==> config.mk <==
export PLATFORM = sky130hd
export DESIGN_NAME = fp_encode_pipe
export DESIGN_NICKNAME = d
export VERILOG_FILES = /design/src/rtl/fp_enc_pkg.sv /design/src/rtl/fp_lzc.sv /design/src/rtl/fp_encode_pipe.sv
export SDC_FILE = /design/constraint.sdc
export NUM_CORES = 1
export LEC_CHECK = 0
export ABC_AREA = 0
export BUFFER_PORTS_ARGS = -buffer_cell sky130_fd_sc_hd__buf_2
export CAP_MARGIN = 30
export CELL_PAD_IN_SITES_DETAIL_PLACEMENT = 1
export CELL_PAD_IN_SITES_GLOBAL_PLACEMENT = 1
export CORE_MARGIN = 10
export CORE_UTILIZATION = 41
export CTS_BUF_LIST = sky130_fd_sc_hd__clkbuf_8
export DETAILED_ROUTE_END_ITERATION = 8
export PLACE_DENSITY = 0.82
export SLEW_MARGIN = 30
export SYNTH_ARGS = -nofsm -noshare
export SYNTH_HDL_FRONTEND = slang
export SYNTH_SLANG_ARGS = --single-unit
==> constraint.sdc <==
create_clock -name clk -period 2.77 [get_ports clk]
set_input_delay 0.277 -clock clk [delete_from_list [all_inputs] [get_ports clk]]
set_output_delay 0.277 -clock clk [all_outputs]
set_load 0.03 [all_outputs]
==> src/rtl/fp_enc_pkg.sv <==
// Shared widths, rounding-mode encodings and helpers for the linear-to-float encoder.
package fp_enc_pkg;

  localparam int EXP_W_DEF = 3;
  localparam int MAN_W_DEF = 4;
  localparam int CNT_W_DEF = 8;

  typedef enum logic {
    RND_TRUNC   = 1'b0,
    RND_HALF_UP = 1'b1
  } rnd_mode_e;

  function automatic int e_max_f(input int exp_w);
    return (1 << exp_w) - 1;
  endfunction

  function automatic int mag_w_f(input int exp_w, input int man_w);
    return man_w + e_max_f(exp_w);
  endfunction

  function automatic int in_w_f(input int exp_w, input int man_w);
    return mag_w_f(exp_w, man_w) + 1;
  endfunction

  function automatic logic [2:0] lzc4(input logic [3:0] x);
    casez (x)
      4'b1???: return 3'd0;
      4'b01??: return 3'd1;
      4'b001?: return 3'd2;
      4'b0001: return 3'd3;
      default: return 3'd4;
    endcase
  endfunction

endpackage

==> src/rtl/fp_lzc.sv <==
// Recursive leading-zero counter; halves the word until 4-bit-or-narrower leaves remain.
module fp_lzc
  import fp_enc_pkg::*;
#(
  parameter  int W  = 11,
  localparam int OW = $clog2(W + 1)
) (
  input  logic [W-1:0]  x,
  output logic [OW-1:0] lz
);

  generate
    if (W <= 4) begin : g_leaf
      logic [3:0] xp;
      // Pad below with ones so a narrow leaf never counts past W.
      always_comb begin
        xp = '1;
        xp[3 -: W] = x;
      end
      assign lz = OW'(lzc4(xp));
    end else begin : g_split
      localparam int WL  = W / 2;
      localparam int WH  = W - WL;
      localparam int OWH = $clog2(WH + 1);
      localparam int OWL = $clog2(WL + 1);
      logic [OWH-1:0] lz_hi;
      logic [OWL-1:0] lz_lo;

      fp_lzc #(.W(WH)) u_hi (.x(x[W-1:WL]), .lz(lz_hi));
      fp_lzc #(.W(WL)) u_lo (.x(x[WL-1:0]), .lz(lz_lo));

      assign lz = (lz_hi == OWH'(WH)) ? OW'(WH + int'(lz_lo)) : OW'(lz_hi);
    end
  endgenerate

endmodule

==> src/rtl/fp_encode_pipe.sv <==
// Three-stage signed linear-to-float encoder with valid/ready flow control.
// in_ready is combinational from out_ready: the whole pipe advances or holds as one.
module fp_encode_pipe
  import fp_enc_pkg::*;
#(
  parameter  int EXP_W = EXP_W_DEF,
  parameter  int MAN_W = MAN_W_DEF,
  parameter  int CNT_W = CNT_W_DEF,
  localparam int E_MAX = e_max_f(EXP_W),
  localparam int MAG_W = mag_w_f(EXP_W, MAN_W),
  localparam int IN_W  = in_w_f(EXP_W, MAN_W)
) (
  input  logic             clk,
  input  logic             rst_n,
  input  logic             in_valid,
  output logic             in_ready,
  input  logic [IN_W-1:0]  in_data,
  input  logic             rnd_mode,
  output logic             out_valid,
  input  logic             out_ready,
  output logic             out_s,
  output logic [EXP_W-1:0] out_e,
  output logic [MAN_W-1:0] out_m,
  output logic             out_sat,
  output logic [CNT_W-1:0] sat_cnt
);

  localparam int STAGES = 3;
  localparam int LZ_W   = $clog2(MAG_W + 1);

  typedef struct packed {
    logic             s;
    logic             presat;
    logic             rnd;
    logic [MAG_W-1:0] mag;
  } s1_t;

  typedef struct packed {
    logic             s;
    logic             presat;
    logic             rnd;
    logic             rbit;
    logic [EXP_W-1:0] e0;
    logic [MAN_W-1:0] m;
  } s2_t;

  logic [STAGES:1] vld_pipe;
  logic            adv;
  s1_t             s1_d, s1_q;
  s2_t             s2_d, s2_q;

  assign adv       = !out_valid || out_ready;
  assign in_ready  = adv;
  assign out_valid = vld_pipe[STAGES];

  always_ff @(posedge clk or negedge rst_n) begin
    if (!rst_n)   vld_pipe <= '0;
    else if (adv) vld_pipe <= {vld_pipe[STAGES-1:1], in_valid};
  end

  // S1: magnitude. The most negative code has no positive twin, so clamp and flag it.
  logic is_min;
  assign is_min = (in_data == {1'b1, {MAG_W{1'b0}}});

  always_comb begin
    s1_d        = '0;
    s1_d.s      = in_data[IN_W-1];
    s1_d.presat = is_min;
    s1_d.rnd    = rnd_mode;
    if (is_min)             s1_d.mag = '1;
    else if (in_data[IN_W-1]) s1_d.mag = ~in_data[MAG_W-1:0] + MAG_W'(1);
    else                    s1_d.mag = in_data[MAG_W-1:0];
  end

  // S2: normalise. Shifting {mag,0} puts the round bit at [0] and the mantissa above it.
  logic [LZ_W-1:0]  lz;
  int               lz_cap;
  logic [EXP_W-1:0] e0;
  logic [MAN_W:0]   sh;

  fp_lzc #(.W(MAG_W)) u_lzc (.x(s1_q.mag), .lz(lz));

  assign lz_cap = (int'(lz) < E_MAX) ? int'(lz) : E_MAX;
  assign e0     = EXP_W'(E_MAX - lz_cap);
  assign sh     = (MAN_W+1)'({s1_q.mag, 1'b0} >> e0);

  always_comb begin
    s2_d        = '0;
    s2_d.s      = s1_q.s;
    s2_d.presat = s1_q.presat;
    s2_d.rnd    = s1_q.rnd;
    s2_d.rbit   = sh[0];
    s2_d.e0     = e0;
    s2_d.m      = sh[MAN_W:1];
  end

  // S3: round, renormalise on mantissa carry, clamp on exponent overflow.
  logic [MAN_W:0]   m_inc;
  logic [EXP_W-1:0] e3;
  logic [MAN_W-1:0] m3;
  logic             sat3;

  assign m_inc = {1'b0, s2_q.m} + (MAN_W+1)'(s2_q.rnd == RND_HALF_UP && s2_q.rbit);

  always_comb begin
    e3   = s2_q.e0;
    m3   = m_inc[MAN_W-1:0];
    sat3 = s2_q.presat;
    if (m_inc[MAN_W]) begin
      if (s2_q.e0 == EXP_W'(E_MAX)) begin
        e3   = '1;
        m3   = '1;
        sat3 = 1'b1;
      end else begin
        e3          = s2_q.e0 + EXP_W'(1);
        m3          = '0;
        m3[MAN_W-1] = 1'b1;
      end
    end
  end

  always_ff @(posedge clk or negedge rst_n) begin
    if (!rst_n) begin
      s1_q    <= '0;
      s2_q    <= '0;
      out_s   <= 1'b0;
      out_e   <= '0;
      out_m   <= '0;
      out_sat <= 1'b0;
    end else if (adv) begin
      s1_q    <= s1_d;
      s2_q    <= s2_d;
      out_s   <= s2_q.s;
      out_e   <= e3;
      out_m   <= m3;
      out_sat <= sat3;
    end
  end

  always_ff @(posedge clk or negedge rst_n) begin
    if (!rst_n)
      sat_cnt <= '0;
    else if (out_valid && out_ready && out_sat && (sat_cnt != '1))
      sat_cnt <= sat_cnt + CNT_W'(1);
  end

endmodule

After elaboration in Yosys (flattened, before gate mapping)

Cells that the tools add are included.

Register bits after elaboration: 45
Input port bits: 17
Output and inout port bits: 19
Logic and storage cells: 66

Bitwise gates (word level): 1
Muxes and demuxes: 16
Shift-type cells: 1
Eq/ne operators: 13
Reductions and logical operators: 10
Magnitude comparators: 1
Add/subtract/negate cells: 8

Operator list:

| operator                                                   | number |
|---|---|
| one-hot mux 2 bit (4 select lines)                         | 3 |
| two-way mux 11 bit                                         | 2 |
| two-way mux 3 bit                                          | 6 |
| == test 12 bit, second input constant                      | 1 |
| right shift 12 x 3 -> 5 bit                                | 1 |
| adder 11 x 1 -> 11 bit, second input constant              | 1 |
| NOT 11 bit                                                 | 1 |
| == test 3 x 1 -> 1 bit, second input constant              | 3 |
| logical NOT 3 bit                                          | 3 |
| adder 8 x 1 -> 8 bit, second input constant                | 1 |
| == test 2 x 1 -> 1 bit, second input constant              | 4 |
| two-way mux 4 bit                                          | 2 |
| != test 8 bit, second input constant                       | 1 |
| adder 2 x 2 -> 3 bit, first input constant                 | 2 |
| == test 3 bit, second input constant                       | 2 |
| one-hot mux 2 bit (3 select lines)                         | 1 |
| adder 4 x 1 -> 5 bit                                       | 1 |
| adder 3 x 3 -> 4 bit, first input constant                 | 1 |
| == test 2 bit, second input constant                       | 2 |
| logical AND 1 bit                                          | 4 |
| less-than comparator 4 x 3 -> 1 bit, second input constant | 1 |
| adder 3 x 1 -> 3 bit, second input constant                | 1 |
| subtractor 3 bit, first input constant                     | 1 |
| logical NOT 2 bit                                          | 1 |
| other kinds (3)                                            | 4 |

Longest topological paths before layout

Depth in word-level cells: 10
Depth in mapped cells: 11
Gate-level depth less buffers: 11

By module

Synthesis repeated with hierarchy kept, for this count alone.

Cells, all modules: 287
Area total of the unflattened synthesis: 2588.7 um^2

Modules (own cells, without submodules):

| module                                       | instances | area each (um^2) | cells an instance |
|---|---|---|---|
| fp_encode_pipe                               | 1         | 2369.8           | 255 |
| fp_lzc (u_lzc.g_split.u_hi ...)              | 2         | 43.8             | 6 |
| fp_lzc (u_lzc)                               | 1         | 70.1             | 9 |
| fp_lzc (u_lzc.g_split.u_hi.g_split.u_hi ...) | 3         | 16.3             | 3 |
| fp_lzc (u_lzc.g_split.u_lo.g_split.u_lo)     | 1         | 12.5             | 2 |

Worst setup path before layout

Ideal clock, no wire load.

Path kind: register -> register
From: register s1_q[0] (netlist bit)
To: register s2_q[0] (netlist bit)
Cell stages (with the launch flop): 12
Library setup time: 0.126 ns
Path slack: 0.032 ns
Buffers on the path: 0
Arrival: 2.612 ns
Clock period less this slack: 2.738 ns
Path through: dfrtp_1 or2_2 ha_1 nor2b_1 or2_2 ha_1 inv_1 a221oi_2 o31ai_4 mux2i_1 mux2i_1 a221o_1

Longest elaborated chain between the ends: 10
Elaborated cells on any way between the ends: 11

RTL lines:

| item                                                        | RTL line              | source |
|---|---|---|
| start, declared                                             | fp_encode_pipe.sv:49  | `s1_t s1_d, s1_q;` |
| start signal, assigned                                      | fp_encode_pipe.sv:124 | `s1_q <= '0;` |
| start signal, assigned                                      | fp_encode_pipe.sv:131 | `s1_q <= s1_d;` |
| == test 2 x 1 -> 1 bit or logical NOT 2 bit (tied branches) | fp_enc_pkg.sv:26      | `casez (x)` |
| one-hot mux 2 bit (3 select lines)                          | fp_enc_pkg.sv:26      |  |
| adder 2 x 2 -> 3 bit                                        | fp_lzc.sv:32          | `assign lz = (lz_hi == OWH'(WH)) ? OW'(WH + int'(lz_lo)) : OW'(lz_hi);` |
| two-way mux 3 bit                                           | fp_lzc.sv:32          |  |
| adder 3 x 3 -> 4 bit                                        | fp_lzc.sv:32          |  |
| two-way mux 4 bit                                           | fp_lzc.sv:32          |  |
| less-than comparator 4 x 3 -> 1 bit                         | fp_encode_pipe.sv:83  | `assign lz_cap = (int'(lz) < E_MAX) ? int'(lz) : E_MAX;` |
| two-way mux 3 bit                                           | fp_encode_pipe.sv:83  |  |
| subtractor 3 bit                                            | fp_encode_pipe.sv:84  | `assign e0 = EXP_W'(E_MAX - lz_cap);` |
| right shift 12 x 3 -> 5 bit (*)                             | fp_encode_pipe.sv:85  | `assign sh = (MAN_W+1)'({s1_q.mag, 1'b0} >> e0);` |
| end signal, assigned                                        | fp_encode_pipe.sv:125 | `s2_q <= '0;` |
| end signal, assigned                                        | fp_encode_pipe.sv:132 | `s2_q <= s2_d;` |
| end, declared                                               | fp_encode_pipe.sv:50  | `s2_t s2_d, s2_q;` |

Mark *: on every way between the ends. The rest lies on a longest branch, timed or not.
A chain may end at the register's enable or synchronous reset.

Worst setup path in the final report

From: register s1_q[1] (netlist bit)
To: register s2_q[3] (netlist bit)

Same word-level chain as after synthesis.

==> summary.md <==
| Metric | Value |
|---|---|
| Leak Pwr | between 0.001 and 0.0015 uW |
| Drt drc | 0 |
| Number of DRC markers in iteration 0 | 65 |
| Hold WC Path Type | in -> reg |
| Die ar. | 9700 um^2 |
| Sequential Area | 1130 um^2 |
| WL per Instance | 17.0 um |
| Seq/Total Area, Yosys | 0.446 |
| Syn-to-layout area delta | 24.8% |
| Flops & latches, synth | 45 |
| CTS Buf Count | 5 |
| Final setup margin | 0.287 ps |
| Pwr dens | 1000 nW/um^2 |
| Vias in the first global route | about 2,300 |
| Top Ports | 36 |
| Maximum clock path buffer count | 2 |
| Post-placement worst setup slack | -103 ps |
| Clock slew at reported path FFs | approximately 90 ps |
| # fillers | 699 |
| Post-synth top area share | 0.446 |
| Dpl cell area | between 2000 and 3000 um^2 |
| Hold Violations, Final | 0 |
| DRT Pass-1 Iters | 4 |
| Die height | approximately 98 um |
| Footprint of the multi-input gates | 1430 um^2 |
| Status | finished, final reports clean |
| Critical path endpoint category | flip-flop |
| Num Clock Sinks | 45 |
| RSZ-0062 raised after global routing | yes |
| Final GP Congestion | 0.858 |
| Worst EP arrival | 2990 ps |
| Total number of vias | between 2,000 and 2,500 |
| Top cell type by total area after synthesis | dfrtp_1 |
| Critical Path Fanout Max | 9 |
| Rel. slew slack | 0.590 |
| Slew @ Worst Pin | 614 ps |
| First-pass GRT wire length | 11.2 mm |
| Post-synth EDFFs | 0 |
| Gr ovfl total | 0 |
| Clock Latency Late Sink | 310 ps |
| Synth cell types | 50 |
| Final number of setup-violating endpoints | 0 |
| Final Cell Area | around 3200 um^2 |
| Routed Antenna Nets | 0 |
| Yosys warnings | 0 |
| Max Cap Viol | 0 |
| Cell Rows | 28 |
| Clock Skews | approximately 13 ps |
| Util after Layout | 0.529 |
| Pins Over Slew Limit | 0 |
| Worst Setup Start Kind | flip-flop |
| Top post-synthesis cells by area | dfrtp_1, nand2_1, ha_1 |
| Net count, final | 348 |
| Fin crit period | 2770 ps |
| Initial antenna violation count | 0 |
| Syn_nets | ~290 |
| Die Wd | around 100 um |
| Fin crit share | 1.00 |
| Cells after Synth | between 200 and 300 |
| CTS tree | built |
| H-tree depth | 2 |
| Fmax | 0.361 GHz |
| IO buf count | 35 |
| Setup CP Type | reg -> reg |
| Primary FF master, synth | dfrtp_1 |
| Share of cells above drive strength 1 | 0.315 |
| Syn Std Cell Area | 2520 um^2 |
| Mapped Avg Cell Area | 9.56 um^2 |
| Async SR Flop Fraction | 1.00 |
| Clock root buffer | clkbuf_8 |
| Req. time, crit path | 2990 ps |
| Core Area | 5960 um^2 |
| Dpl hpwl | between 4 and 5 mm |
| Max VDD drop | approximately 0.43 mV |
| Total power | ~3200 uW |
| Final antenna diode count | 0 |
| All-layer global routing usage | 0.136 |
| Fin Hold WS | 173 ps |
| Vias per cell | 5.33 |
| Initial Util | 0.424 |
| Total Wirelength | 6.78 mm |
| Pin count of the biggest net entering global routing | 46 |
==> where the power goes <==
| group | switching, uW | total, uW | internal [uW] | leakage (uW) |
|---|---|---|---|---|
| registers | 216 | 1110 | 890 | 0.000532 |
| logic | 923 | 1630 | 705 | 0.000892 |
| clock network | 248 | 430 | 182 | 0.0000447 |
| total | 1390 | 3160 | 1780 | 0.00147 |
==> layer usage <==
| metal | track usage | share of wire | vias to the layer above |
|---|---|---|---|
| li1 | - | - | 1033 |
| met1 | 0.163 | 0.43 | 1050 |
| met2 | 0.239 | 0.51 | 35 |
| met3 | 0.0230 | 0.039 | 7 |
| met4 | 0.0463 | 0.013 | 0 |
| met5 | 0 | 0 | - |
==> cells by family after synthesis <==
group	share of synthesized area
AND/OR/NAND/NOR	0.211
XOR/XNOR	0.0590
flip-flops	0.446
AO/OA/AOI/OAI	0.161
buffers and inverters	0.0282
multiplexers	0.0550
adder cells (fa/ha/maj)	0.0396
==> path summary, 6_finish.rpt <==
path / start / to / slack [ps] / cells after the start
max: s1_q[1] / s2_q[3] / 0.3 / 11
min: rnd_mode / s1_q[11] / 170 / 3
max reg2reg: s1_q[1] / s2_q[3] / 0.3 / 11
min reg2reg: vld_pipe[2] / vld_pipe[3] / 470 / 1
max in group asynchronous: rst_n / s1_q[6] / 1840 / 2
min in group asynchronous: rst_n / s1_q[10] / 510 / 2
==> cells in the final DEF (no fill, tap or decap), types with 4 or more instances in the layout <==
cell,instances
nor2_1,23
xnor2_1,8
o21ai_0,6
nand2_1,46
xor2_1,9
ha_1,6
inv_1,7
buf_4,26
and2_1,4
a21oi_1,17
mux2i_1,7
dfrtp_1,44
clkbuf_8,5
buf_2,34
nand2b_1,4
nand3_1,8
==> layout make-up <==
| cell class | instances | area share |
|---|---|---|
| clock inverter | 3 | 0.00794 |
| clock buffer | 5 | 0.0218 |
| tap | 75 | 0.0298 |
| multi-input combinational | 202 | 0.454 |
| inverter | 8 | 0.00953 |
| sequential | 45 | 0.358 |
| timing repair buffer | 61 | 0.119 |
==> per-stage QoR <==
stage,setup TNS (ps),instances
after CTS,0,389
after global placement,0,379
final,0,399
after floorplan,0,264
after detailed placement,-262,379
after global routing,-333,399
==> flip-flops by register name, summed over array words and instances, names as in the netlist <==
register and flops:
vld_pipe 3, out_m 4, s2_q 11, out_s 1, out_e 3, s1_q 14, sat_cnt 8, out_sat 1
==> synth_stat cells (2+ instances only) <==
cell,number
and2_1,4
xor2_1,9
a221oi_1,2
a211o_1,2
clkbuf_1,7
o31ai_1,3
nand2b_1,5
o211ai_1,2
nand3_1,8
nand2_1,46
nor3_1,2
a21oi_1,18
o221ai_2,2
ha_1,8
a211oi_1,2
nor2_1,23
mux2i_1,9
xnor2_1,8
nand3b_1,2
mux2_2,3
o21ai_0,6
a31oi_1,2
or2_2,5
a22oi_1,3
inv_1,8
nor2b_1,4
dfrtp_1,45
or3_1,3
and4_1,2
==> worst max-delay path, stage by stage, from the launching register on <==
cell	delay (ps)
dfrtp_1	420
or2_4	250
ha_4	210
nor2b_4	120
or2_4	250
ha_4	170
buf_4	130
or3_4	370
nand3_2	100
buf_4	190
mux2_4	330
o221ai_2	150
==> repair_timing <==
| item | 4_1_cts | 5_1_grt |
|---|---|---|
| endpoints found under the setup margin | 5 | 5 |
| gates resized for setup | 10 | 10 |
| endpoints found under the hold margin | 45 | 0 |
| pin swaps | 4 | 3 |
| setup buffers | 1 | 10 |
| hold buffers | 1 | 0 |
(Power assumes the default switching activity.)
